**src/rtl/regbank_pkg.sv**
```systemverilog
// Shared defaults, load-FSM state type and address-width helper for param_register_bank.
package regbank_pkg;

  localparam int unsigned DEF_DATA_W = 16;
  localparam int unsigned DEF_NUM_GP = 28;
  localparam int unsigned DEF_NUM_PI = 2;
  localparam int unsigned DEF_NUM_PO = 2;

  typedef enum logic {
    ST_IDLE    = 1'b0,
    ST_RD_WAIT = 1'b1
  } state_e;

  // Selector width able to encode every address up to and including w_addr.
  function automatic int unsigned sel_width(input int unsigned w_addr);
    return $clog2(w_addr + 1);
  endfunction

endpackage

```
**src/rtl/regbank_read_mux.sv**
```systemverilog
// One read-port address decode: GP registers, input ports, output ports, W, else zero.
module regbank_read_mux
  import regbank_pkg::*;
#(
  parameter int unsigned DATA_W = DEF_DATA_W,
  parameter int unsigned NUM_GP = DEF_NUM_GP,
  parameter int unsigned NUM_PI = DEF_NUM_PI,
  parameter int unsigned NUM_PO = DEF_NUM_PO,
  parameter int unsigned SEL_W  = sel_width(NUM_GP + NUM_PI + NUM_PO)
) (
  input  logic [SEL_W-1:0]         sel_i,
  input  logic [NUM_GP*DATA_W-1:0] gp_i,
  input  logic [NUM_PI*DATA_W-1:0] pi_i,
  input  logic [NUM_PO*DATA_W-1:0] po_i,
  input  logic [DATA_W-1:0]        w_i,
  output logic [DATA_W-1:0]        rd_o
);

  localparam int unsigned PI_BASE = NUM_GP;
  localparam int unsigned PO_BASE = NUM_GP + NUM_PI;
  localparam int unsigned W_ADDR  = NUM_GP + NUM_PI + NUM_PO;

  always_comb begin
    rd_o = '0;
    for (int unsigned i = 0; i < NUM_GP; i++)
      if (sel_i == SEL_W'(i)) rd_o = gp_i[i*DATA_W +: DATA_W];
    for (int unsigned k = 0; k < NUM_PI; k++)
      if (sel_i == SEL_W'(PI_BASE + k)) rd_o = pi_i[k*DATA_W +: DATA_W];
    for (int unsigned k = 0; k < NUM_PO; k++)
      if (sel_i == SEL_W'(PO_BASE + k)) rd_o = po_i[k*DATA_W +: DATA_W];
    if (sel_i == SEL_W'(W_ADDR)) rd_o = w_i;
  end

endmodule

```
**src/rtl/param_register_bank.sv**
```systemverilog
// Register bank with GP/PI/PO/W address map, two read ports and a memory load/store FSM for W.
// Optional same-cycle write forwarding to the read ports when REGBANK_BYPASS_EN is defined.
module param_register_bank
  import regbank_pkg::*;
#(
  parameter  int unsigned DATA_W = DEF_DATA_W,
  parameter  int unsigned NUM_GP = DEF_NUM_GP,
  parameter  int unsigned NUM_PI = DEF_NUM_PI,
  parameter  int unsigned NUM_PO = DEF_NUM_PO,
  localparam int unsigned W_ADDR = NUM_GP + NUM_PI + NUM_PO,
  localparam int unsigned SEL_W  = sel_width(W_ADDR)
) (
  input  logic                     clk,
  input  logic                     reset,
  input  logic [SEL_W-1:0]         sel_a,
  input  logic [SEL_W-1:0]         sel_b,
  output logic [DATA_W-1:0]        data_a,
  output logic [DATA_W-1:0]        data_b,
  input  logic                     wr_en,
  input  logic [SEL_W-1:0]         sel_c,
  input  logic [DATA_W-1:0]        data_c,
  input  logic                     mem_rd_req,
  input  logic                     mem_wr_req,
  input  logic [DATA_W-1:0]        mem_rdata,
  input  logic                     mem_rvalid,
  output logic [DATA_W-1:0]        mem_wdata,
  output logic                     mem_we,
  output logic                     busy,
  input  logic [NUM_PI*DATA_W-1:0] pi,
  output logic [NUM_PO*DATA_W-1:0] po,
  output logic [DATA_W-1:0]        w_out
);

  localparam int unsigned PO_BASE = NUM_GP + NUM_PI;
  localparam logic [SEL_W-1:0] W_SEL = SEL_W'(W_ADDR);

  logic [NUM_GP-1:0][DATA_W-1:0] gp_q, gp_d;
  logic [NUM_PO-1:0][DATA_W-1:0] po_q, po_d;
  logic [DATA_W-1:0]             w_q, w_d;
  state_e                        state_q, state_d;
  logic                          w_wr;
  logic [DATA_W-1:0]             rd_a, rd_b;

  // A direct write to W is only honoured while no load owns W.
  assign w_wr = wr_en && (sel_c == W_SEL) && (state_q == ST_IDLE);

  always_comb begin
    gp_d    = gp_q;
    po_d    = po_q;
    w_d     = w_q;
    state_d = state_q;
    for (int unsigned i = 0; i < NUM_GP; i++)
      if (wr_en && sel_c == SEL_W'(i)) gp_d[i] = data_c;
    for (int unsigned k = 0; k < NUM_PO; k++)
      if (wr_en && sel_c == SEL_W'(PO_BASE + k)) po_d[k] = data_c;
    case (state_q)
      ST_IDLE: begin
        if (w_wr) w_d = data_c;
        if (mem_rd_req) state_d = ST_RD_WAIT;
      end
      ST_RD_WAIT: begin
        if (mem_rvalid) begin
          w_d     = mem_rdata;
          state_d = ST_IDLE;
        end
      end
      default: state_d = ST_IDLE;
    endcase
  end

  always_ff @(posedge clk) begin
    if (reset) begin
      gp_q    <= '0;
      po_q    <= '0;
      w_q     <= '0;
      state_q <= ST_IDLE;
    end else begin
      gp_q    <= gp_d;
      po_q    <= po_d;
      w_q     <= w_d;
      state_q <= state_d;
    end
  end

  assign mem_we    = !reset && (state_q == ST_IDLE) && mem_wr_req;
  assign mem_wdata = w_q;
  assign busy      = (state_q == ST_RD_WAIT);
  assign po        = po_q;
  assign w_out     = w_q;

  regbank_read_mux #(
    .DATA_W(DATA_W), .NUM_GP(NUM_GP), .NUM_PI(NUM_PI), .NUM_PO(NUM_PO), .SEL_W(SEL_W)
  ) u_mux_a (
    .sel_i(sel_a), .gp_i(gp_q), .pi_i(pi), .po_i(po_q), .w_i(w_q), .rd_o(rd_a)
  );

  regbank_read_mux #(
    .DATA_W(DATA_W), .NUM_GP(NUM_GP), .NUM_PI(NUM_PI), .NUM_PO(NUM_PO), .SEL_W(SEL_W)
  ) u_mux_b (
    .sel_i(sel_b), .gp_i(gp_q), .pi_i(pi), .po_i(po_q), .w_i(w_q), .rd_o(rd_b)
  );

`ifdef REGBANK_BYPASS_EN
  logic c_hit;

  always_comb begin
    c_hit = w_wr || (wr_en && (sel_c < SEL_W'(NUM_GP)));
    if (wr_en && sel_c >= SEL_W'(PO_BASE) && sel_c < W_SEL) c_hit = 1'b1;
  end

  assign data_a = (c_hit && sel_c == sel_a) ? data_c : rd_a;
  assign data_b = (c_hit && sel_c == sel_b) ? data_c : rd_b;
`else
  assign data_a = rd_a;
  assign data_b = rd_b;
`endif

endmodule

```
**config.mk**
```make
export PLATFORM = sky130hd
export DESIGN_NAME = param_register_bank
export DESIGN_NICKNAME = d
export VERILOG_FILES = /design/src/rtl/regbank_pkg.sv /design/src/rtl/regbank_read_mux.sv /design/src/rtl/param_register_bank.sv
export SDC_FILE = /design/constraint.sdc
export NUM_CORES = 1
export LEC_CHECK = 0
export ABC_AREA = 1
export BUFFER_PORTS_ARGS = -buffer_cell sky130_fd_sc_hd__buf_2
export CELL_PAD_IN_SITES_DETAIL_PLACEMENT = 1
export CELL_PAD_IN_SITES_GLOBAL_PLACEMENT = 1
export CORE_MARGIN = 1
export CORE_UTILIZATION = 40
export DETAILED_ROUTE_END_ITERATION = 10
export PLACE_DENSITY_LB_ADDON = 0.1
export RECOVER_POWER = 25
export SLEW_MARGIN = 5
export SYNTH_ARGS = -nofsm -noshare
export SYNTH_HDL_FRONTEND = slang
export SYNTH_SLANG_ARGS = --single-unit
```
**constraint.sdc**
```tcl
create_clock -name clk -period 4 [get_ports clk]
set_clock_uncertainty 0.05 [all_clocks]
set_input_delay 0 -clock clk [delete_from_list [all_inputs] [get_ports clk]]
set_output_delay 0 -clock clk [all_outputs]
set_load 0.05 [all_outputs]
```
Yosys cells after proc, flatten, opt, wreduce, memory -nomap -nowiden. Index checks and enable logic that the tools add are counted.

Memories: 0. Logic and storage cells: 240. Output and inout bits: 98. Bits in latches: 0. Input port bits: 88. RAM bits: 0. Register bits: 497. Memory bits (read-only): 0.

Magnitude comparators: 0. $add $sub $neg: 0. Shifts and indexed selects: 0. Multiply operators: 0. Muxes and demuxes: 72. Div/mod/pow operators: 0. Eq/ne operators: 96. Reduce and logical (&&, ||, !) cells: 39. Bitwise logic cells: 1.

Operators by type and width (number): 16-bit 2-to-1 mux (68); 6-bit by 5-bit == test with 1-bit output, second input constant (46); 6-bit by 4-bit == test with 1-bit output, second input constant (24); 6-bit by 3-bit == test with 1-bit output, second input constant (12); 6-bit by 2-bit == test with 1-bit output, second input constant (6); 1-bit logical AND (34); 16-bit one-hot mux with 2 select lines (1); 6-bit by 1-bit == test with 1-bit output, second input constant (3); 6-bit == test, second input constant (3); 6-bit zero test (3); 2-bit inequality test, second input constant (2); 1-bit 2-to-1 mux (2); 1-bit one-hot mux with 2 select lines (1); 2-bit AND reduction (1); 1-bit zero test (1); 1-bit NOT (1).

Logic depth before layout (Yosys ltp).
Depth after elaboration: 34. Mapped depth: 24.

Modules after synthesis. Synthesis repeated with hierarchy kept, for this count alone.

Cell total of the unflattened synthesis: 4453. Area, all modules: 27258.6 µm².

By module, submodules not included: param_register_bank (times used 1, area an instance 17994.8 µm², cells each 2331); regbank_read_mux (times used 2, area an instance 4631.9 µm², cells each 1061).

Least setup slack after synthesis. No wires, ideal clock.

Path type: input port to output port. Start point: in sel_b[5]. End point: out data_b[1]. Data required time: 3950 ps. Slack: 1765 ps. Arrival: 2185 ps. Stages on the path: 19. Cells stage by stage: nor2_4 inv_2 buf_6 nor2_8 inv_2 buf_2 or2_1 nand2_1 nand4_1 nor2_1 nand3_1 nand2_1 nand4_1 nor2_1 nand4_1 nor2_1 nand4_1 nor2_1 nand4_1.

Word-level cells in the longest chain between the ends: 34.

RTL lines: from (decl) (RTL line param_register_bank.sv:16) `input logic [SEL_W-1:0] sel_b,`; 6-bit zero test (RTL line regbank_read_mux.sv:26) `if (sel_i == SEL_W'(i)) rd_o = gp_i[i*DATA_W +: DATA_W];`; 16-bit 2-to-1 mux (28 in series) (RTL line regbank_read_mux.sv:26); 16-bit 2-to-1 mux (2 in series) (RTL line regbank_read_mux.sv:28) `if (sel_i == SEL_W'(PI_BASE + k)) rd_o = pi_i[k*DATA_W +: DATA_W];`; 16-bit 2-to-1 mux (2 in series) (RTL line regbank_read_mux.sv:30) `if (sel_i == SEL_W'(PO_BASE + k)) rd_o = po_i[k*DATA_W +: DATA_W];`; 16-bit 2-to-1 mux * (RTL line regbank_read_mux.sv:31) `if (sel_i == SEL_W'(W_ADDR)) rd_o = w_i;`; to (decl) (RTL line param_register_bank.sv:18) `output logic [DATA_W-1:0] data_b,`.

Every way passes the cells marked *; elsewhere a longest branch is shown, timed or not.

Worst setup path after layout.
Start point: in reset. End point: reg w_q[12], in the netlist mem_wdata[12].

RTL lines: from (decl) (RTL line param_register_bank.sv:14) `input logic reset,`; to (signal assigned) (RTL line param_register_bank.sv:80) `w_q <= w_d;`; to (decl) (RTL line param_register_bank.sv:39) `logic [DATA_W-1:0] w_q, w_d;`.

No word-level cell between the ends.

==> results.sh <==
export IMPL_status="finished with violations"
export IMPL_violations="capacitance limit, slew limit"
export IMPL_die_w_um=256.4
export IMPL_rr_worst_depth=9
export IMPL_final_cell_mix="nand2_1 (956), nor2_1 (847), dfxtp_1 (497)"
export IMPL_fp_row_count=92
export IMPL_fin_crit_sh_pct=98.02
export IMPL_final_cells=4927
export IMPL_cp_depth=5
export IMPL_final_area_um2=30070
export IMPL_clock_path_buffers=3
export IMPL_maxCapViolCount=1
export IMPL_setup_viol=0
export IMPL_ir_drop_mv=0.3550
export IMPL_viasPerCell=5.641
export IMPL_utilization_pct=47.32
export IMPL_cts_tree="built"
export IMPL_port_buffers=185
export IMPL_drive_gt1_share_pct=12.99
export IMPL_wl_met1_mm=54.96
export IMPL_htreeDepth=2
export IMPL_firstDrtPassIters=5
export IMPL_grtUsageTotal_pct=34.99
export IMPL_grt_pass1_wl_mm=174.9
export IMPL_drt_iter0_markers=2561
export IMPL_slew_headroom_pct=-55.30
export IMPL_placed_cells=4779
export IMPL_p_per_area_nw_per_um2=382.6
export IMPL_vias=27790
export IMPL_grt_overflow_total=0
export IMPL_nets=4121
export IMPL_drt_wl_total_mm=116.9
export IMPL_syn_nets=3996
export IMPL_worst_path_most_repeated_cell="dlygate4sd3_1"
export IMPL_end_kind="register"
export IMPL_ff2ff_setup_slack_ns=0.73
export IMPL_crit_fanout=104
export IMPL_dr_wl_met3_mm=8.821
export IMPL_drc=0
export IMPL_avgSynthCellArea_um2=6.622
export IMPL_hpwl_mm=84.50
export IMPL_wl_met2_mm=49.29
export IMPL_worstSetupPathType="in2reg"
export IMPL_initial_utilization_pct=40.73
export IMPL_fin_setup_tns_ns=0
export IMPL_synth_seq_cells=497
export IMPL_yosysSeqAreaShare_pct=38.45
export IMPL_required_ns=4.47
export IMPL_wl_per_cell_um=23.73
export IMPL_critPathTopFamily="buffers and inverters"
export IMPL_syn_cell_area_um2=25880
export IMPL_cp_slowest_cell="clkbuf_2"
export IMPL_post_route_min_period_ns=3.921
export IMPL_gp_congestion=0.9806
export IMPL_startpoint_type="primary input"
export IMPL_ys_types=32
export IMPL_dpl_instance_area_um2=27790
export IMPL_syn_inst=3908
export IMPL_worst_slack_ns=0.07925
export IMPL_boundaryPins=186
export IMPL_fmax_mhz=255.1
export IMPL_hold_path_class="in2reg"
export IMPL_syn_to_final_growth_pct=16.20
export IMPL_grt_max_degree=105
export IMPL_synth_top_cell_area_share_pct=38.45
export IMPL_post_cts_buffers=0
export IMPL_die_h_um=256.4
export IMPL_worst_slew_pin_slew_ns=2.330
export IMPL_numCtsBuffers=57
export IMPL_dieArea_um2=65720
export IMPL_final_common_cell="nand2_1"
export IMPL_leakagePower_nw=11.00
export IMPL_rsz0062_at_grt="no"
export IMPL_clk_pin_slew_ns=0.06
export IMPL_antenna_found_initial=0
export IMPL_crit_chain="dlygate4sd3_1, clkbuf_2, clkbuf_4, a311oi_1, dlygate4sd3_1"
export IMPL_synthTopCellsByArea="dfxtp_1 (38%), a211oi_1 (14%), nand2_1 (14%)"
export IMPL_dp_slack_ns=0.5080
export IMPL_cts_root_buffer="clkbuf_16"
export IMPL_min_path_cells=4
export IMPL_dr_max_layer_used="met4"
export IMPL_cts_sinks=497
export IMPL_hold_viol=0
export IMPL_yosysWarningCount=0
export IMPL_slew_violations=88
export IMPL_core_area_um2=63540
export IMPL_cp_data_arrival_time_ns=4.39
export IMPL_path_buf_inv=4
export IMPL_clk_latency_ns=0.64
export IMPL_first_global_vias=27300
export IMPL_ant_nets=0
export IMPL_yosysTopAreaCell="dfxtp_1"
export IMPL_critPathMaxStageDelay_ns=1.58
export IMPL_fill_cells=8348
synthesized netlist by cell type, drive strengths merged:
cell type / number
a311oi: 16
nand3: 83
or2: 57
nor3b: 1
a21boi: 1
inv: 285
buf: 44
o22ai: 1
dfxtp: 497
nor2: 891
nor3: 16
a211oi: 480
o21ai: 19
a21oi: 98
nand4: 210
clkbuf: 243
clkinv: 1
and2: 2
nand2: 963
cell type report:
cell class	instances	area [um2]	share of cell area, %
antenna	1	2.502	0.008322
clock buffer	78	1595	5.305
clock inverter	28	306.5	1.019
inverter	286	1074	3.570
multi-input combinational	2838	13790	45.85
sequential	497	9950	33.09
tap	846	1059	3.520
timing repair buffer	353	2296	7.635
power breakdown:
group | internal [mW] | leakage (nW) | switching [mW]
Sequential | 5.00 | 4.01 | 0.0897
Clock | 3.12 | 0.927 | 2.29
Combinational | 0.226 | 6.07 | 0.779
worst min-delay path, stage by stage:
cell and delay, ns:
buf_2 0.10, inv_1 0.04, buf_4 0.25, a211oi_1 0.27
per-layer routing:
metal	up-vias	track usage, %
met1	13360	50.41
met3	210	6.099
met2	960	52.42
li1	13270	-
met5	-	0
met4	0	11.39
logic make-up (layout without fill, tap and decap cells):
logic type	after synthesis	in the layout	share of synthesized area, %
and+or+nand+nor	2223	2223	35.93
AOI/OAI and AO/OA	615	615	16.78
buffers and inverters	573	745	8.838
DFF	497	497	38.45
other	0	1	0
sequential cells by signal (all words and copies together), names as in the netlist:
register,count
busy,1
po,32
gp_q,448
mem_wdata,16
path summary, 6_finish.rpt:
kind | from | endpoint
worst max register to register | busy$_SDFF_PP0_ | mem_wdata[12]$_SDFFE_PP0P_
worst min-delay path | data_c[0] | gp_q[256]$_SDFFE_PP0P_
worst max-delay path | reset | mem_wdata[12]$_SDFFE_PP0P_
worst min register to register | gp_q[38]$_SDFFE_PP0P_ | gp_q[38]$_SDFFE_PP0P_
per-stage QoR:
stage          hold WS (ns)  total power [mW]
3_5_place_dp         0.2177             6.142
6_report            0.02389             11.51
5_1_grt             0.07630             11.81
3_3_place_gp         0.2177             6.135
4_1_cts             0.01156             11.54
2_1_floorplan       0.09903             5.725
what timing repair did:
| action | CTS | global route |
|---|---|---|
| endpoints found under the setup margin | 0 | 2 |
| hold buffers | 41 | 0 |
| endpoints found under the hold margin | 101 | 0 |
| resized for setup | 0 | 3 |
Note: power is estimated with default switching activity, not from simulation.
